## config.mk

```make
export PLATFORM = sky130hd
export DESIGN_NAME = jfq_billing
export DESIGN_NICKNAME = d
export VERILOG_FILES = /design/src/rtl/jfq_pkg.sv /design/src/rtl/jfq_minute_tick.sv /design/src/rtl/jfq_billing.sv
export SDC_FILE = /design/constraint.sdc
export NUM_CORES = 1
export LEC_CHECK = 0
export ABC_AREA = 1
export ABC_CLOCK_PERIOD_IN_PS = 4300
export BUFFER_PORTS_ARGS = -buffer_cell sky130_fd_sc_hd__buf_2
export CAP_MARGIN = 20
export CORE_ASPECT_RATIO = 0.6
export CORE_MARGIN = 5
export CORE_UTILIZATION = 60
export DETAILED_ROUTE_END_ITERATION = 12
export MAX_ROUTING_LAYER = met4
export PLACE_DENSITY_LB_ADDON = 0.08
export SLEW_MARGIN = 25
export SYNTH_ARGS = -nofsm -noshare
export SYNTH_HDL_FRONTEND = slang
export SYNTH_HIERARCHICAL = 1
export SYNTH_SLANG_ARGS = --single-unit
export TNS_END_PERCENT = 100
```

## constraint.sdc

```tcl
create_clock -name clk -period 4.3 [get_ports clk]
set_clock_uncertainty 0.05 [all_clocks]
set_input_delay 0.215 -clock clk [delete_from_list [all_inputs] [get_ports clk]]
set_output_delay 0.215 -clock clk [all_outputs]
set_load 0.03 [all_outputs]
```

## src/rtl/jfq_pkg.sv

```systemverilog
// jfq_pkg: shared types and width constants for the prepaid billing meter.
//   call_type_e : line call type (none / local / long-distance / special)
//   state_e     : billing FSM states
//   MONEY_W     : balance width (0.1-unit steps)
//   TIME_W      : call-minute counter width
package jfq_pkg;

    localparam int MONEY_W = 11;
    localparam int TIME_W  = 9;

    typedef enum logic [1:0] {
        TYPE_NONE    = 2'b00,
        TYPE_LOCAL   = 2'b01,
        TYPE_LONG    = 2'b10,
        TYPE_SPECIAL = 2'b11
    } call_type_e;

    typedef enum logic [1:0] {
        ST_IDLE = 2'b00,
        ST_TALK = 2'b01,
        ST_CUT  = 2'b10
    } state_e;

endpackage

```

## src/rtl/jfq_minute_tick.sv

```systemverilog
// jfq_minute_tick: wrap counter 0..MIN_CYCLES-1 producing a one-cycle minute tick.
//   clk, rst_n : clock, asynchronous active-low reset
//   clr        : synchronous clear (call start); suppresses the tick
//   en         : count enable (call in progress and not cut)
//   tick       : high in the cycle the counter sits at MIN_CYCLES-1 while enabled;
//                the counter wraps to 0 on that same edge
module jfq_minute_tick #(
    parameter int MIN_CYCLES = 60
) (
    input  logic clk,
    input  logic rst_n,
    input  logic clr,
    input  logic en,
    output logic tick
);

    localparam int CNT_W = (MIN_CYCLES > 1) ? $clog2(MIN_CYCLES) : 1;

    logic [CNT_W-1:0] count_q, count_d;

    assign tick = en && !clr && (count_q == CNT_W'(MIN_CYCLES - 1));

    always_comb begin
        count_d = count_q;
        if (clr) begin
            count_d = '0;
        end else if (en) begin
            count_d = tick ? '0 : count_q + 1'b1;
        end
    end

    always_ff @(posedge clk or negedge rst_n) begin
        if (!rst_n) begin
            count_q <= '0;
        end else begin
            count_q <= count_d;
        end
    end

endmodule

```

## src/rtl/jfq_billing.sv

```systemverilog
// jfq_billing: per-call prepaid telephone billing meter.
//   clk, rst_n : clock, asynchronous active-low reset
//   calling    : line off-hook (call in progress)
//   call_type  : call type, sampled at call start (00 none, 01 local, 10 long, 11 special)
//   outtime    : minutes of the current / last call (saturates at 511)
//   outmoney   : remaining balance in 0.1-unit steps, never underflows
//   write      : one-cycle write-back strobe, cycle after calling is sampled low
//   warn       : outmoney < WARN_LEVEL
//   cut        : forced disconnect, held until calling falls
// The first minute is billed on the start edge; each following minute is billed
// every MIN_CYCLES cycles while talking.
module jfq_billing
    import jfq_pkg::*;
#(
    parameter int MIN_CYCLES   = 60,
    parameter int INIT_BALANCE = 1000,
    parameter int RATE_LOCAL   = 3,
    parameter int RATE_LONG    = 6,
    parameter int WARN_LEVEL   = 30
) (
    input  logic               clk,
    input  logic               rst_n,
    input  logic               calling,
    input  logic [2:1]         call_type,
    output logic [TIME_W-1:0]  outtime,
    output logic [MONEY_W-1:0] outmoney,
    output logic               write,
    output logic               warn,
    output logic               cut
);

    function automatic logic [MONEY_W-1:0] rate_of(input call_type_e t);
        case (t)
            TYPE_LOCAL: return MONEY_W'(RATE_LOCAL);
            TYPE_LONG:  return MONEY_W'(RATE_LONG);
            default:    return '0;
        endcase
    endfunction

    state_e             state_q, state_d;
    call_type_e         type_q, type_d;
    logic               calling_q;
    logic [TIME_W-1:0]  outtime_q, outtime_d;
    logic [MONEY_W-1:0] outmoney_q, outmoney_d;
    logic               write_q, write_d;
    logic               cut_q, cut_d;

    logic               start, stop, tick, tick_en, afford;
    call_type_e         sel_type;
    logic [MONEY_W-1:0] rate;

    assign start = calling && !calling_q;
    assign stop  = !calling && calling_q;

    // On the start edge the rate comes from the freshly sampled type.
    assign sel_type = start ? call_type_e'(call_type) : type_q;
    assign rate     = rate_of(sel_type);
    assign afford   = (outmoney_q >= rate);
    assign tick_en  = (state_q == ST_TALK) && calling && !start;

    jfq_minute_tick #(
        .MIN_CYCLES(MIN_CYCLES)
    ) u_tick (
        .clk  (clk),
        .rst_n(rst_n),
        .clr  (start),
        .en   (tick_en),
        .tick (tick)
    );

    always_comb begin
        state_d    = state_q;
        type_d     = type_q;
        outtime_d  = outtime_q;
        outmoney_d = outmoney_q;
        cut_d      = cut_q;
        write_d    = stop;
        if (start) begin
            type_d = call_type_e'(call_type);
            if (afford) begin
                outmoney_d = outmoney_q - rate;
                outtime_d  = TIME_W'(1);
                cut_d      = 1'b0;
                state_d    = ST_TALK;
            end else begin
                outtime_d = '0;
                cut_d     = 1'b1;
                state_d   = ST_CUT;
            end
        end else if (stop) begin
            cut_d   = 1'b0;
            state_d = ST_IDLE;
        end else if (tick) begin
            if (afford) begin
                outmoney_d = outmoney_q - rate;
                if (outtime_q != '1) begin
                    outtime_d = outtime_q + 1'b1;
                end
            end else begin
                cut_d   = 1'b1;
                state_d = ST_CUT;
            end
        end
    end

    always_ff @(posedge clk or negedge rst_n) begin
        if (!rst_n) begin
            state_q    <= ST_IDLE;
            type_q     <= TYPE_NONE;
            calling_q  <= 1'b0;
            outtime_q  <= '0;
            outmoney_q <= MONEY_W'(INIT_BALANCE);
            write_q    <= 1'b0;
            cut_q      <= 1'b0;
        end else begin
            state_q    <= state_d;
            type_q     <= type_d;
            calling_q  <= calling;
            outtime_q  <= outtime_d;
            outmoney_q <= outmoney_d;
            write_q    <= write_d;
            cut_q      <= cut_d;
        end
    end

    assign outtime  = outtime_q;
    assign outmoney = outmoney_q;
    assign write    = write_q;
    assign cut      = cut_q;
    assign warn     = (outmoney_q < MONEY_W'(WARN_LEVEL));

endmodule

```

# After elaboration in Yosys (flattened, before gate mapping)
# Index checks and enable logic that the tools add are counted.
classes:
  n_addsub: 3
  mul: 0
  n_div: 0
  order_cmp: 2
  n_eq_ne: 7
  n_shift: 0
  muxes: 25
  bitwise: 0
  reduce_logical: 17
ops:
  columns: ["op", "n"]
  rows:
  - ["$mux 9", 5]
  - ["$mux 11", 4]
  - ["$mux 6", 3]
  - ["$mux 2", 6]
  - ["$ge 11x11->1", 1]
  - ["$lt 11x5->1 const B", 1]
  - ["$sub 11x11->11", 1]
  - ["$add 9x1->9 const B", 1]
  - ["$ne 9x9->1 const B", 1]
  - ["$reduce_bool 2->1", 4]
  - ["$add 6x1->6 const B", 1]
  - ["$eq 6x6->1 const B", 1]
  - ["$logic_and 1x1->1", 6]
  - ["$mux 1", 6]
  - ["$pmux 3 s2", 1]
  - ["$eq 2x1->1 const B", 2]
  - ["$reduce_and 2->1", 2]
  - ["$reduce_and 4->1", 1]
  - ["$logic_not 1->1", 3]
  - ["$ne 3x2->1 const B", 1]
  - ["$reduce_bool 3->1", 1]
  - ["$eq 2x2->1 const B", 1]
  - ["$ne 2x1->1 const B", 1]
totals:
  reg_bits: 33
  latch_bits: 0
  ram_bits: 0
  mem_bits_ro: 0
  in_bits: 5
  out_inout_bits: 23
  word_cells: 62
  memories: 0

# Logic depth before layout (Yosys ltp)
depth:
  depth_word: 10
  mapped_depth: 19
  depth_no_buf: 18

# By module
# The synthesis kept the hierarchy.
modules_own_cells:
  columns: ["mod", "instances", "cells_per_inst", "area_each_um2", "seq_area_each_um2"]
  rows:
  - ["jfq_billing", 1, 246, 1821.7, 658.1]
  - ["jfq_minute_tick", 1, 49, 389.1, 150.1]

# Least setup slack after synthesis
# OpenSTA, ideal clock, no wires.
synth_path:
  path_type: "register to register"
  start: "register calling_q"
  end: "register outtime_q[2], in the netlist outtime[2]"
  setup_time_ns: 0.120
  t_arrival_ns: 2.439
  required_time_ns: 4.130
  path_slack_ns: 1.691
  stages_incl_launch_ff: 18
  n_path_buf: 1
  path_cell_list: "dfrtp_1 inv_1 ha_1 buf_4 inv_2 or2_1 o21ai_0 nand2_1 and2_1 ha_1 nand2_2 nor2_1 nor2_2 inv_2 nor2_4 nand3_4 nand4_1 nand2_1"
synth_between:
  elab_chain_cells: 8
  word_cells_on_any_way: 18
  cone_classes: "order compare: 1; eq/ne: 3; mux: 3; reduce/logical: 11"
synth_lines:
  columns: ["item", "line", "rtl"]
  rows:
  - ["start, declared", "jfq_billing.sv:42", "logic calling_q;"]
  - ["start signal, assigned", "jfq_billing.sv:118", "calling_q <= calling;"]
  - ["$logic_not 1->1 *", "jfq_billing.sv:52", "assign start = calling && !calling_q;"]
  - ["$logic_and 1x1->1 *", "jfq_billing.sv:52", null]
  - ["via start", "jfq_billing.sv:48", "logic start, stop, tick, tick_en, afford;"]
  - ["$mux 2 or $logic_not 1->1 (tied branches)", null, null]
  - ["$eq 2x2->1 (tied with other cells)", "jfq_billing.sv:33", "case (t)"]
  - ["$pmux 3 s2 or $logic_and 1x1->1 (tied branches)", "jfq_billing.sv:33, jfq_minute_tick.sv:21", null]
  - ["$ge 11x11->1 or $logic_and 1x1->1 (tied branches)", "jfq_billing.sv:58, jfq_minute_tick.sv:21", null]
  - ["$reduce_bool 2->1 (no line)", null, null]
  - ["$reduce_and 4->1 (no line)", null, null]
  - ["end signal, assigned", "jfq_billing.sv:119", "outtime_q <= outtime_d;"]
  - ["end, declared", "jfq_billing.sv:43", "logic [TIME_W-1:0] outtime_q, outtime_d;"]
# The timed path passes the listed nets; every way through them passes the cells marked *.
# A chain may end at the register's enable or synchronous reset.

# Worst setup path in the final report
layout_path:
  start: "register calling_q"
  end: "register outmoney_q[5], in the netlist outmoney[5]"
layout_between:
  elab_chain_cells: 10
  word_cells_on_any_way: 20
  cone_classes: "add/sub: 1; order compare: 1; eq/ne: 3; mux: 6; reduce/logical: 9"
layout_lines:
  columns: ["item", "line", "rtl"]
  rows:
  - ["$logic_not 1->1 *", "jfq_billing.sv:52", null]
  - ["$logic_and 1x1->1 *", "jfq_billing.sv:52", null]
  - ["via start", "jfq_billing.sv:48", null]
  - ["$mux 2", null, null]
  - ["$eq 2x2->1 or $eq 2x1->1 (tied branches)", "jfq_billing.sv:33", null]
  - ["$pmux 3 s2", "jfq_billing.sv:33", null]
  - ["$sub 11x11->11 or $ge 11x11->1 (tied branches)", "jfq_billing.sv:81, jfq_billing.sv:95, jfq_billing.sv:58", null]
  - ["$mux 11", "jfq_billing.sv:80, jfq_billing.sv:94", null]
  - ["$mux 11", "jfq_billing.sv:93", "end else if (tick) begin"]
  - ["$mux 11", "jfq_billing.sv:90", "end else if (stop) begin"]
  - ["$mux 11", "jfq_billing.sv:78", "if (start) begin"]
  - ["end signal, assigned", "jfq_billing.sv:112", "outmoney_q <= MONEY_W'(INIT_BALANCE);"]
  - ["end signal, assigned", "jfq_billing.sv:120", "outmoney_q <= outmoney_d;"]
  - ["end, declared", "jfq_billing.sv:44", "logic [MONEY_W-1:0] outmoney_q, outmoney_d;"]
# The timed path passes the listed nets; every way through them passes the cells marked *. The select of a mux whose other input is x is not followed.

==> flow_summary.yaml <==
placement:
  dpl_worst_slack_ns: 1.30
  place.gp.congestion: 0.932
  hpwl_mm: 3.73
  port_buffers: 27
logic_synthesis:
  ys_types: 32
  netlist.area_leader.share: 0.294
  ys_seq_area_frac: 0.366
  avgSynthCellArea_um2: 7.49
  ys_seq_elements: 32
  syn_area_um2: 2210
  synth.net_count: 309
  yosys.area.top_type: "dfrtp_1"
  synthCells: 295
  ys_top_cells_by_area: "dfrtp_1 (29%), nand2_1 (15%), dfstp_2 (7.1%)"
  yosys_warnings: 6
min_path:
  min-delay-start: "calling"
  min_path_type: "in -> reg"
sta:
  slew_headroom: 0.526
  final-hold-violation-count: 0
  tns_ns: 0
  fin_crit_ns: 3.09
  finalSetupViolations: 0
  fin_crit_sh: 0.719
  rsz0062_at_grt: "no"
  hold_slack_ns: 0.0575
  fin_ws_ns: 1.21
  worstMarginPinSlew_ns: 0.711
  fmax_ghz: 0.323
  maxSlewViolCount: 0
route:
  vias: 1979
  drc: 0
  ant_nets: 0
  drt_pass1_iterations: 4
  finalWirelength_mm: 5.08
  routed_via_density: 5.28
  drt-initial-drc-count: 147
  routedWlPerCell_um: 13.5
critical_path:
  crit_start: "calling_q"
  critPathArrivalTime_ns: 3.25
  rr_startpoint: "calling_q"
  crit_chain: "inv_1 > ha_1 > buf_4 > inv_2 > or2_1 > o21ai_0 > nand2_1 > and2_1 > ha_1 > nand2_2 > nor2_1 > nor2_2 > nand3_4 > nand2_4 > inv_2 > o21ai_0"
  crit_slowest_cell: "dfrtp_1"
  required_ns: 4.46
  worst_setup_path_end_kind: "flop"
  critical-path-max-stage-delay_ns: 0.38
  crit_type: "reg -> reg"
  cp_max_fo: 19
  cp-start-kind: "flop"
clocking:
  cts_root_buf: "clkbuf_8"
  numCtsBuffers: 5
  clk_latency_ns: 0.29
  clk_pin_slew_worst_paths_ns: 0.06
  cts_tree: "yes"
  cts.repair.resized: 0
  cts_buffer_depth: 2
  htree_levels: 2
  clock-sinks: 32
global_routing:
  globalRouteOverflowTotal: 0
  gr-usage-all-layers: 0.227
  grt_first_pass_wirelength_mm: 8.68
  grt_max_degree: 33
  antenna_found_initial: 0
  grt_pass1_vias: 1797
pwr:
  pwr-share-clk: 0.168
  p_leak_nw: 1.27
  power.density_nw_per_um2: 581
  p_seq_frac: 0.315
  comb_power_share: 0.517
  p_int_mw: 0.735
  switchingPower_mw: 0.704
  switching_share: 0.489
  irDropWorstVdd_v: 0.000469
finish:
  layout-drive-gt1-share: 0.220
  area_delta_synth_final_pct: 12.1
  fillCellCount: 320
  final_nets: 341
  antennaDiodeCount: 0
  layout_common_cells: "nand2_1 (90), inv_1 (32), nor2_1 (29), buf_2 (27), dfrtp_1 (26)"
  final_common_cell: "nand2_1"
die:
  num_rows: 17
  core_um2: 3620
  initial_utilization: 0.611
  pin_count: 28
  die_x_um: 88.4
  dieArea_um2: 5040
  die_h_um: 57.0
flow_run:
  cap_viol_max_count: 0
run_status:
  status: "finished clean"
## stage by stage
stage	cells	util	total power, mW	area, um^2
final	375	0.685	1.44	2480
after global routing	375	0.685	1.53	2480
after CTS	375	0.685	1.43	2480
after detailed placement	366	0.658	1.19	2380
after global placement	366	0.658	1.18	2380
after floorplan	295	-	1.01	2210
## critical path, delay by kind of cell, from the launching register on
family                   cells  cell delay [ns]
AO/OA/AOI/OAI                2             0.35
adder cells (fa/ha/maj)      2             0.41
buffers and inverters        4             0.51
flip-flops                   1             0.38
AND/OR/NAND/NOR              8             1.30
## cells in the mapped netlist
cell / count
nand4_1: 12
ha_1: 8
o21bai_1: 1
nand3_2: 2
nand2_1: 90
or2_1: 1
fa_1: 1
buf_6: 2
and2_1: 1
inv_1: 32
nand3_4: 4
nand3b_1: 1
nor4_2: 1
dfstp_2: 6
inv_2: 7
xor2_1: 7
nand3_1: 25
o21ai_2: 4
a21oi_4: 1
clkbuf_1: 1
o21ai_0: 11
nor2_1: 29
o2111ai_1: 1
buf_4: 2
nand2_4: 1
xnor2_1: 1
nor2_2: 3
o211ai_1: 1
nand2_2: 4
nor2_4: 4
nor3_1: 5
dfrtp_1: 26
## state kept, by name (all words and copies together), names as in the netlist
| register | cells |
|---|---|
| calling_q | 1 |
| outmoney | 11 |
| u_tick/count_q | 6 |
| state_q | 2 |
| type_q | 2 |
| write | 1 |
| outtime | 9 |
## cell families after synthesis
family / count (synthesis) / synth area share
buf+inv: 44 / 0.0849
simple gates: 183 / 0.405
flops: 32 / 0.366
fa+ha+maj: 9 / 0.0543
compound gates: 19 / 0.0589
xor+xnor: 8 / 0.0317
## area by class of cell
cell class | instances | area, um^2 | area share
tap | 47 | 58.8 | 0.0237
sequential | 32 | 808 | 0.326
timing repair buffer | 30 | 160 | 0.0646
clock buffer | 8 | 90.1 | 0.0363
multi-input combinational | 219 | 1210 | 0.490
inverter | 39 | 146 | 0.0591
## routing by layer
metal  vias up  track usage  wire [um]
met3         8       0.0548        355
met2        58        0.284       1990
met4         0       0.0647         65
met5         -            -          0
met1       901        0.355       2660
li1       1012            -          -
## power groups by stage
stage                     sequential [mW]  combinational [mW]  clock [mW]
final                               0.454               0.744       0.241
after global routing                0.467               0.808       0.260
after CTS                           0.454               0.738       0.243
after detailed placement            0.457               0.732           0
after global placement              0.456               0.724           0
after floorplan                     0.561               0.451           0
## final timing paths
check / to / slack, ns / cells after the start
worst max register to register: outmoney[5] / 1.21 / 16
max in group asynchronous: state_q[0] / 3.26 / 2
worst max-delay path: outmoney[5] / 1.21 / 16
min in group asynchronous: outmoney[0] / 0.48 / 2
worst min register to register: outmoney[8] / 0.45 / 2
worst min-delay path: calling_q / 0.06 / 1
## what timing repair did
action / in CTS / in global routing
setup buffers: 0 / 0
hold buffers: 1 / 0
hold endpoints to repair: 26 / 0
(Power assumes the default switching activity.)
